<file path="config.mk">
export PLATFORM = sky130hd
export DESIGN_NAME = ws2812_bit_decoder
export DESIGN_NICKNAME = d
export VERILOG_FILES = /design/src/rtl/ws2812_bit_decoder.sv
export SDC_FILE = /design/constraint.sdc
export NUM_CORES = 1
export LEC_CHECK = 0
export ABC_AREA = 1
export BUFFER_PORTS_ARGS = -buffer_cell sky130_fd_sc_hd__buf_2
export CORE_MARGIN = 5
export CORE_UTILIZATION = 62
export CTS_CLUSTER_SIZE = 30
export DETAILED_ROUTE_END_ITERATION = 8
export PLACE_DENSITY_LB_ADDON = 0.05
export SYNTH_ARGS = -nofsm -noshare
export SYNTH_HDL_FRONTEND = slang
export SYNTH_SLANG_ARGS = --single-unit
</file>
<file path="constraint.sdc">
create_clock -name i_clk -period 3.2 [get_ports i_clk]
set_clock_uncertainty 0.2 [all_clocks]
set_input_delay 0.64 -clock i_clk [delete_from_list [all_inputs] [get_ports i_clk]]
set_output_delay 0.64 -clock i_clk [all_outputs]
set_load 0.02 [all_outputs]
</file>
<file path="src/rtl/ws2812_bit_decoder.sv">
// WS2812 bit decoder: classifies high-pulse lengths into bits, assembles MSB-first GRB pixels,
// and reports latch gaps and malformed pulses as single-cycle registered strobes.
package ws2812_pkg;
    typedef struct packed {
        logic rising;
        logic falling;
    } control_path_t;

    typedef struct packed {
        logic [9:0] counter;
    } decoder_input_t;
endpackage

module ws2812_bit_decoder
    import ws2812_pkg::*;
#(
    parameter int MIN_HIGH      = 2,
    parameter int BIT_THRESHOLD = 6,
    parameter int MAX_HIGH      = 14,
    parameter int RESET_TICKS   = 500,
    parameter int IDX_W         = 10
) (
    input  logic                 i_clk,
    input  logic                 i_reset,
    input  control_path_t        i_control,
    input  decoder_input_t       i_decoder_input,
    output logic [23:0]          o_pixel,
    output logic                 o_pixel_valid,
    output logic [IDX_W-1:0]     o_pixel_index,
    output logic                 o_frame_end,
    output logic                 o_bit_error
);

    localparam logic [1:0] ST_IDLE  = 2'd0;
    localparam logic [1:0] ST_HIGH  = 2'd1;
    localparam logic [1:0] ST_LOW   = 2'd2;
    localparam logic [1:0] ST_ERROR = 2'd3;

    localparam logic [9:0] MIN_C    = 10'(MIN_HIGH);
    localparam logic [9:0] THRESH_C = 10'(BIT_THRESHOLD);
    localparam logic [9:0] MAX_C    = 10'(MAX_HIGH);
    localparam logic [9:0] RESET_C  = 10'(RESET_TICKS);

    logic [1:0]       state_q, state_d;
    logic [23:0]      shift_q, shift_d;
    logic [4:0]       bit_cnt_q, bit_cnt_d;
    logic [IDX_W-1:0] idx_q, idx_d;
    logic             level_q, level_d;
    logic [23:0]      pixel_q, pixel_d;
    logic [IDX_W-1:0] pixel_idx_q, pixel_idx_d;
    logic             pixel_valid_q, pixel_valid_d;
    logic             frame_end_q, frame_end_d;
    logic             bit_error_q, bit_error_d;

    logic       rise;
    logic       fall;
    logic [9:0] cnt;
    logic       gap;

    assign rise = i_control.rising;
    assign fall = i_control.falling;
    assign cnt  = i_decoder_input.counter;
    assign gap  = (cnt >= RESET_C);

    function automatic logic len_legal(input logic [9:0] len);
        return (len >= MIN_C) && (len <= MAX_C);
    endfunction

    function automatic logic len_is_one(input logic [9:0] len);
        return (len >= THRESH_C);
    endfunction

    always_comb begin
        state_d       = state_q;
        shift_d       = shift_q;
        bit_cnt_d     = bit_cnt_q;
        idx_d         = idx_q;
        level_d       = level_q;
        pixel_d       = pixel_q;
        pixel_idx_d   = pixel_idx_q;
        pixel_valid_d = 1'b0;
        frame_end_d   = 1'b0;
        bit_error_d   = 1'b0;

        case (state_q)
            ST_IDLE: begin
                // A same-cycle rise+fall while idle is line noise before any frame; ignore it.
                if (rise && !fall) begin
                    state_d   = ST_HIGH;
                    idx_d     = '0;
                    bit_cnt_d = '0;
                    shift_d   = '0;
                end else if (fall && !rise) begin
                    bit_error_d = 1'b1;
                    level_d     = 1'b0;
                    state_d     = ST_ERROR;
                end
            end

            ST_HIGH: begin
                if (rise) begin
                    bit_error_d = 1'b1;
                    level_d     = 1'b1;
                    state_d     = ST_ERROR;
                end else if (fall) begin
                    if (!len_legal(cnt)) begin
                        bit_error_d = 1'b1;
                        level_d     = 1'b0;
                        state_d     = ST_ERROR;
                    end else begin
                        state_d = ST_LOW;
                        if (bit_cnt_q == 5'd23) begin
                            pixel_d       = {shift_q[22:0], len_is_one(cnt)};
                            pixel_idx_d   = idx_q;
                            pixel_valid_d = 1'b1;
                            idx_d         = idx_q + IDX_W'(1);
                            bit_cnt_d     = '0;
                            shift_d       = '0;
                        end else begin
                            shift_d   = {shift_q[22:0], len_is_one(cnt)};
                            bit_cnt_d = bit_cnt_q + 5'd1;
                        end
                    end
                end else if (cnt[9]) begin
                    // Counter saturated with the line still high: stuck line.
                    bit_error_d = 1'b1;
                    level_d     = 1'b1;
                    state_d     = ST_ERROR;
                end
            end

            ST_LOW: begin
                if (fall) begin
                    bit_error_d = 1'b1;
                    level_d     = 1'b0;
                    state_d     = ST_ERROR;
                end else if (rise) begin
                    state_d = ST_HIGH;
                end else if (gap) begin
                    frame_end_d = 1'b1;
                    bit_error_d = (bit_cnt_q != 5'd0);
                    bit_cnt_d   = '0;
                    shift_d     = '0;
                    state_d     = ST_IDLE;
                end
            end

            default: begin
                // ERROR: bit data is ignored; only the line level is followed until a gap.
                if (rise && fall) begin
                    bit_error_d = 1'b1;
                end else if (rise) begin
                    level_d = 1'b1;
                end else if (fall) begin
                    level_d = 1'b0;
                end else if (!level_q && gap) begin
                    frame_end_d = 1'b1;
                    bit_cnt_d   = '0;
                    shift_d     = '0;
                    state_d     = ST_IDLE;
                end
            end
        endcase
    end

    always_ff @(posedge i_clk) begin
        if (i_reset) begin
            state_q       <= ST_IDLE;
            shift_q       <= '0;
            bit_cnt_q     <= '0;
            idx_q         <= '0;
            level_q       <= 1'b0;
            pixel_q       <= '0;
            pixel_idx_q   <= '0;
            pixel_valid_q <= 1'b0;
            frame_end_q   <= 1'b0;
            bit_error_q   <= 1'b0;
        end else begin
            state_q       <= state_d;
            shift_q       <= shift_d;
            bit_cnt_q     <= bit_cnt_d;
            idx_q         <= idx_d;
            level_q       <= level_d;
            pixel_q       <= pixel_d;
            pixel_idx_q   <= pixel_idx_d;
            pixel_valid_q <= pixel_valid_d;
            frame_end_q   <= frame_end_d;
            bit_error_q   <= bit_error_d;
        end
    end

    assign o_pixel       = pixel_q;
    assign o_pixel_valid = pixel_valid_q;
    assign o_pixel_index = pixel_idx_q;
    assign o_frame_end   = frame_end_q;
    assign o_bit_error   = bit_error_q;

endmodule
</file>
==> results_dict.tcl, run 1 <==
set metrics [dict create \
    status "finished, final reports clean" \
    post_synth.cell_area_avg_sq_um 6.23 \
    yosys_warnings 0 \
    min_path_type "flip-flop to flip-flop" \
    cts.sinks 78 \
    coreArea_sq_mm 0.00639 \
    cpMaxStageDelayCell "dfxtp_1" \
    area_growth_pct 11.5 \
    pwr-share-seq_pct 43.4 \
    async_reset_ff_share_pct 0 \
    grt_pass1_vias 3534 \
    synth_top_area_share_pct 38.4 \
    drtIter0Drc 260 \
    antenna_found_initial 0 \
    critPathLaunchType "flip-flop" \
    ys_top_cells_by_area "dfxtp_1 38%, nand2_1 19%, nor2_1 13%" \
    p_comb_share_pct 26.0 \
    peakVddDrop_uv 443 \
    start_util_pct 63.8 \
    post-dp-hpwl_um 5810 \
    drive_gt1_share_pct 12.8 \
    post-synth-top-count-cell "nand2_1" \
    io_pins 51 \
    grt_first_pass_wirelength_um 15600 \
    via_per_inst 5.07 \
    post-cts-setup-buffer-count 0 \
    power.total_mw 2.71 \
    leakage_nw 2.42 \
    grt_overflow_total 0 \
    synth-main-ff-cell "dfxtp_1" \
    crit_top_cell "nand2_2" \
    ys_types 29 \
    post_layout_nonfiller_instances 774 \
    fp-row-count 29 \
    fin_nets 714 \
    yosys.area.top_type "dfxtp_1" \
    rsz0062_at_grt "false" \
    postSynthCellCount 653 \
    synth_nets 675 \
    cap_violations 0 \
    htree_levels 3 \
    critPathRequiredTime_ns 3.24 \
    end_kind "flip-flop" \
    n_fill_cell 570 \
    die_w_um 91.0 \
    grt_use_total_pct 22.2 \
    intPower_mw 1.77 \
    numCtsBuffers 9 \
    setup_viol 0 \
    holdPathStages 2 \
    relSlewSlack_pct 48.0 \
    switching_share_pct 34.8 \
    power_switching_uw 943 \
    drt_first_pass_iters 4 \
    fin_crit_ns 2.40 \
    synth_edf_count 0 \
    hold_viol 0 \
    ctsResizeCount 0 \
    num_antenna_cells 0 \
    synthTopCellsByCount "204 x nand2_1, 136 x nor2_1, 83 x inv_1" \
    route.detailed.drc 0 \
    hold_buffers 0 \
    wl_per_cell_um 11.6 \
    synth_area_sq_mm 0.00407 \
    ys_seq_area_share_pct 38.4 \
    fin_tns_setup_ns 0 \
    crit_arrival_ns 2.45 \
    clk_latency_ns 0.36 \
    placed_cells 758 \
    dieArea_sq_mm 0.00829 \
    crit_path_max_fanout 29 \
    root_buffer "clkbuf_8" \
    routed_wl_um 9010 \
    path_clk_slew_ns 0.08 \
    clock_path_buffers 2 \
    ant_nets 0 \
    io_buffers 50 \
    criticalPathCategory "flip-flop to flip-flop" \
    grt_max_degree 69 \
    post-route-period-util_pct 75.1 \
    max_stage_delay_ns 0.58 \
    power.share.clock_pct 30.6 \
    die_height_um 91.0 \
    tightest_slew_ns 0.779 \
    fmax_ghz 0.416 \
    ff2ff_path_depth 9 \
    synth-seq-cells 78 \
    drv_slew 0 \
    gp_congestion 0.954 \
    cts_tree "yes" \
    power_density_mw_per_mm2 597 \
    route.vias.total 3926 \
    worstPathCellList "inv_4, nand2_2, inv_2, nand2_2, nand3_2, nand2_2, nand3_2, a21oi_1, nor2_1" \
]
## registers in the layout, summed over array words and instances (netlist names)
| register | count |
|---|---|
| idx_q | 10 |
| o_pixel_index | 10 |
| state_q | 2 |
| o_bit_error | 1 |
| bit_cnt_q | 5 |
| o_pixel_valid | 1 |
| level_q | 1 |
| shift_q | 23 |
| o_pixel | 24 |
| o_frame_end | 1 |
## routing by layer
metal | routed length [um] | up-vias | global-route usage (%)
met1 | 4040 | 1722 | 29.0
li1 | - | 2069 | -
met5 | 0 | - | 0
met2 | 4250 | 122 | 36.1
met4 | 112 | 0 | 7.21
met3 | 599 | 13 | 5.21
## layout by cell type (no fill, tap or decap), drive strengths merged, types with 3 or more instances in the layout
cell type,instances
inv,91
ha,8
clkbuf,11
nor3,6
nand2,208
dfxtp,78
buf,58
nand4,35
o21ai,5
nand3,26
xor2,3
nor2,137
a21oi,19
## path summary, 6_finish.rpt
| path | start | end | slack (ns) |
|---|---|---|---|
| worst max-delay path | state_q[0] | bit_cnt_q[2] | 0.80 |
| worst min register to register | bit_cnt_q[3] | bit_cnt_q[3] | 0.28 |
| worst max register to register | state_q[0] | bit_cnt_q[2] | 0.80 |
| worst min-delay path | bit_cnt_q[3] | bit_cnt_q[3] | 0.28 |
## layout make-up
class                      count  area (sq um)  share of cell area (%)
clock buffer                  11           141                    3.11
sequential                    78          1560                    34.4
multi-input combinational    455          2010                    44.2
tap                           77          96.3                    2.12
clock inverter                 5          81.3                    1.79
inverter                      90           340                    7.50
timing repair buffer          58           310                    6.84
## through the flow
| stage | setup slack [ns] | util, % | hold slack (ns) | instance area [sq um] |
|---|---|---|---|---|
| after CTS | 0.771 | 71.1 | 0.283 | 4540 |
| after floorplan | 1.09 | - | 0.252 | 4070 |
| after global routing | 0.609 | 71.1 | 0.316 | 4540 |
| final | 0.795 | 71.1 | 0.283 | 4540 |
| after global placement | 0.552 | 67.6 | 0.265 | 4320 |
| after detailed placement | 0.478 | 67.6 | 0.270 | 4320 |
## worst max-delay path, delay by kind of cell, from the launching register on
family	cells	cell delay, ns
AOI/OAI and AO/OA	1	0.32
buffers and inverters	2	0.14
DFF	1	0.58
and+or+nand+nor	6	1.05
## kinds of logic after synthesis
logic type                 synth area share, %
xor gates and xnor gates                 0.861
adders and majority gates                 2.46
DFF                                       38.4
AOI/OAI and AO/OA                         3.47
buffers and inverters                     12.3
and+or+nand+nor                           42.5
## power groups by stage
stage,Sequential (mW),Clock (mW),Combinational (mW)
finish,1.18,0.830,0.706
global route,1.19,0.894,0.813
CTS,1.17,0.837,0.704
detailed placement,1.19,0,0.698
global placement,1.19,0,0.681
floorplan,1.17,0,0.581
Note: power is estimated with default switching activity, not from simulation.
==> inputs of run 2 (changes only) <==
--- a/config.mk
+++ b/config.mk
@@ -8,7 +8,7 @@
 export ABC_AREA = 1
 export BUFFER_PORTS_ARGS = -buffer_cell sky130_fd_sc_hd__buf_2
 export CORE_MARGIN = 5
-export CORE_UTILIZATION = 62
+export CORE_UTILIZATION = 52
 export CTS_CLUSTER_SIZE = 30
 export DETAILED_ROUTE_END_ITERATION = 8
 export PLACE_DENSITY_LB_ADDON = 0.05
==> constraint.sdc (replaced) <==
create_clock -name i_clk -period 2 [get_ports i_clk]
set_clock_uncertainty 0.2 [all_clocks]
set_input_delay 0.4 -clock i_clk [delete_from_list [all_inputs] [get_ports i_clk]]
set_output_delay 0.4 -clock i_clk [all_outputs]
set_load 0.02 [all_outputs]
==> results_dict.tcl, run 2 (synthesis gave the netlist of run 1 again) <==
set metrics [dict create \
    crit_path_max_fanout 5 \
    htree_levels 3 \
    utilization_pct 62.8 \
    fin_tns_setup_ns 0 \
    post-route-period-util_pct 92.5 \
    hold_buffers 0 \
    wirelength_met1_um 4750 \
    critPathRequiredTime_ns 2.05 \
    post-dp-hpwl_um 6840 \
    cts_tree "yes" \
    dr_wl_met2_um 4420 \
    grt_pass1_vias 3598 \
    num_antenna_cells 0 \
    path_clk_slew_ns 0.08 \
    grt_max_degree 59 \
    layout_common_cells "202 x nand2_1, 136 x nor2_1, 83 x inv_1" \
    largest_register_ff_count 24 \
    cap_violations 0 \
    setup_viol 0 \
    leakage_nw 2.57 \
    worst_slack_ns 0.150 \
    end_kind "flip-flop" \
    drtIter0Drc 231 \
    clk_latency_ns 0.35 \
    tightest_slew_ns 0.310 \
    start_util_pct 53.0 \
    drive_gt1_share_pct 17.4 \
    peakVddDrop_uv 485 \
    preCtsSetupSlack_ns -0.0533 \
    area_growth_pct 18.6 \
    fp-row-count 32 \
    clock_path_buffers 2 \
    dr_wl_met3_um 357 \
    route.detailed.drc 0 \
    fin_crit_ns 1.85 \
    finalInstanceArea_sq_mm 0.00483 \
    highest_layer "met4" \
    min_path_type "input pin to flip-flop" \
    placed_cells 811 \
    grt_overflow_total 0 \
    power.total_mw 4.36 \
    routed_wl_um 9680 \
    gp_congestion 0.920 \
    grt_first_pass_wirelength_um 16500 \
    status "finished, final reports clean" \
    die_height_um 98.5 \
    hold_viol 0 \
    holdWs_ns 0.190 \
    criticalPathCategory "flip-flop to flip-flop" \
    io_pins 51 \
    final_common_cell "nand2_1" \
    cts.sinks 78 \
    io_buffers 50 \
    fmax_ghz 0.541 \
    relSlewSlack_pct 79.3 \
    via_per_inst 4.82 \
    drv_slew 0 \
    ant_nets 0 \
    numCtsBuffers 9 \
    critPathLaunchType "flip-flop" \
    power_density_mw_per_mm2 902 \
    grt_use_total_pct 20.4 \
    rsz0062_at_grt "true" \
    fin_nets 743 \
    die_w_um 98.5 \
    drt_first_pass_iters 4 \
    post_layout_nonfiller_instances 828 \
    wl_per_cell_um 11.7 \
    antenna_found_initial 0 \
    root_buffer "clkbuf_8" \
    coreArea_sq_mm 0.00769 \
    dieArea_sq_mm 0.00970 \
    route.vias.total 3993 \
    crit_arrival_ns 1.90 \
    place_area_sq_mm 0.00462 \
]
## run 2: worst max-delay path, cell delays in order (launching register included)
cell,delay [ns]
dfxtp_2,0.36
ha_2,0.19
nand2_1,0.09
inv_1,0.08
nand3_1,0.11
inv_2,0.11
nand2_1,0.07
nand2_1,0.06
nand2_1,0.07
a21oi_1,0.13
buf_4,0.15
nand2_1,0.05
nand2_1,0.06
nor2_1,0.04
## run 2: area by class of cell
type,instances,area [sq um]
clock buffer,12,155
clock inverter,4,30.0
fill,739,2860
inverter,90,340
multi-input combinational,455,2020
sequential,78,1570
tap,102,128
timing repair buffer,87,591
## run 2: layer usage
| layer | GRT usage, % | up-vias |
|---|---|---|
| met1 | 28.5 | 1785 |
| met5 | 0 | - |
| li1 | - | 2131 |
| met3 | 4.18 | 12 |
| met2 | 31.7 | 65 |
| met4 | 6.62 | 0 |
## run 2: what timing repair did
item,in CTS,in global routing
gates resized for setup,0,8
buffers inserted,0,1
endpoints found under the setup margin,0,72
## run 2: final timing paths
| check | startpoint | cells after the start | slack, ns | endpoint |
|---|---|---|---|---|
| max | bit_cnt_q[1] | 13 | 0.15 | idx_q[1] |
| min | i_reset | 2 | 0.19 | shift_q[22] |
| max reg2reg | bit_cnt_q[1] | 13 | 0.15 | idx_q[1] |
| min reg2reg | shift_q[22] | 2 | 0.29 | o_pixel[23] |
## run 2: report_power, final
part | switching, mW | leakage [nW] | internal, mW | total, mW
Clock | 0.595 | 0.0930 | 0.524 | 1.12
Combinational | 0.820 | 1.84 | 0.535 | 1.35
Sequential | 0.155 | 0.635 | 1.73 | 1.88
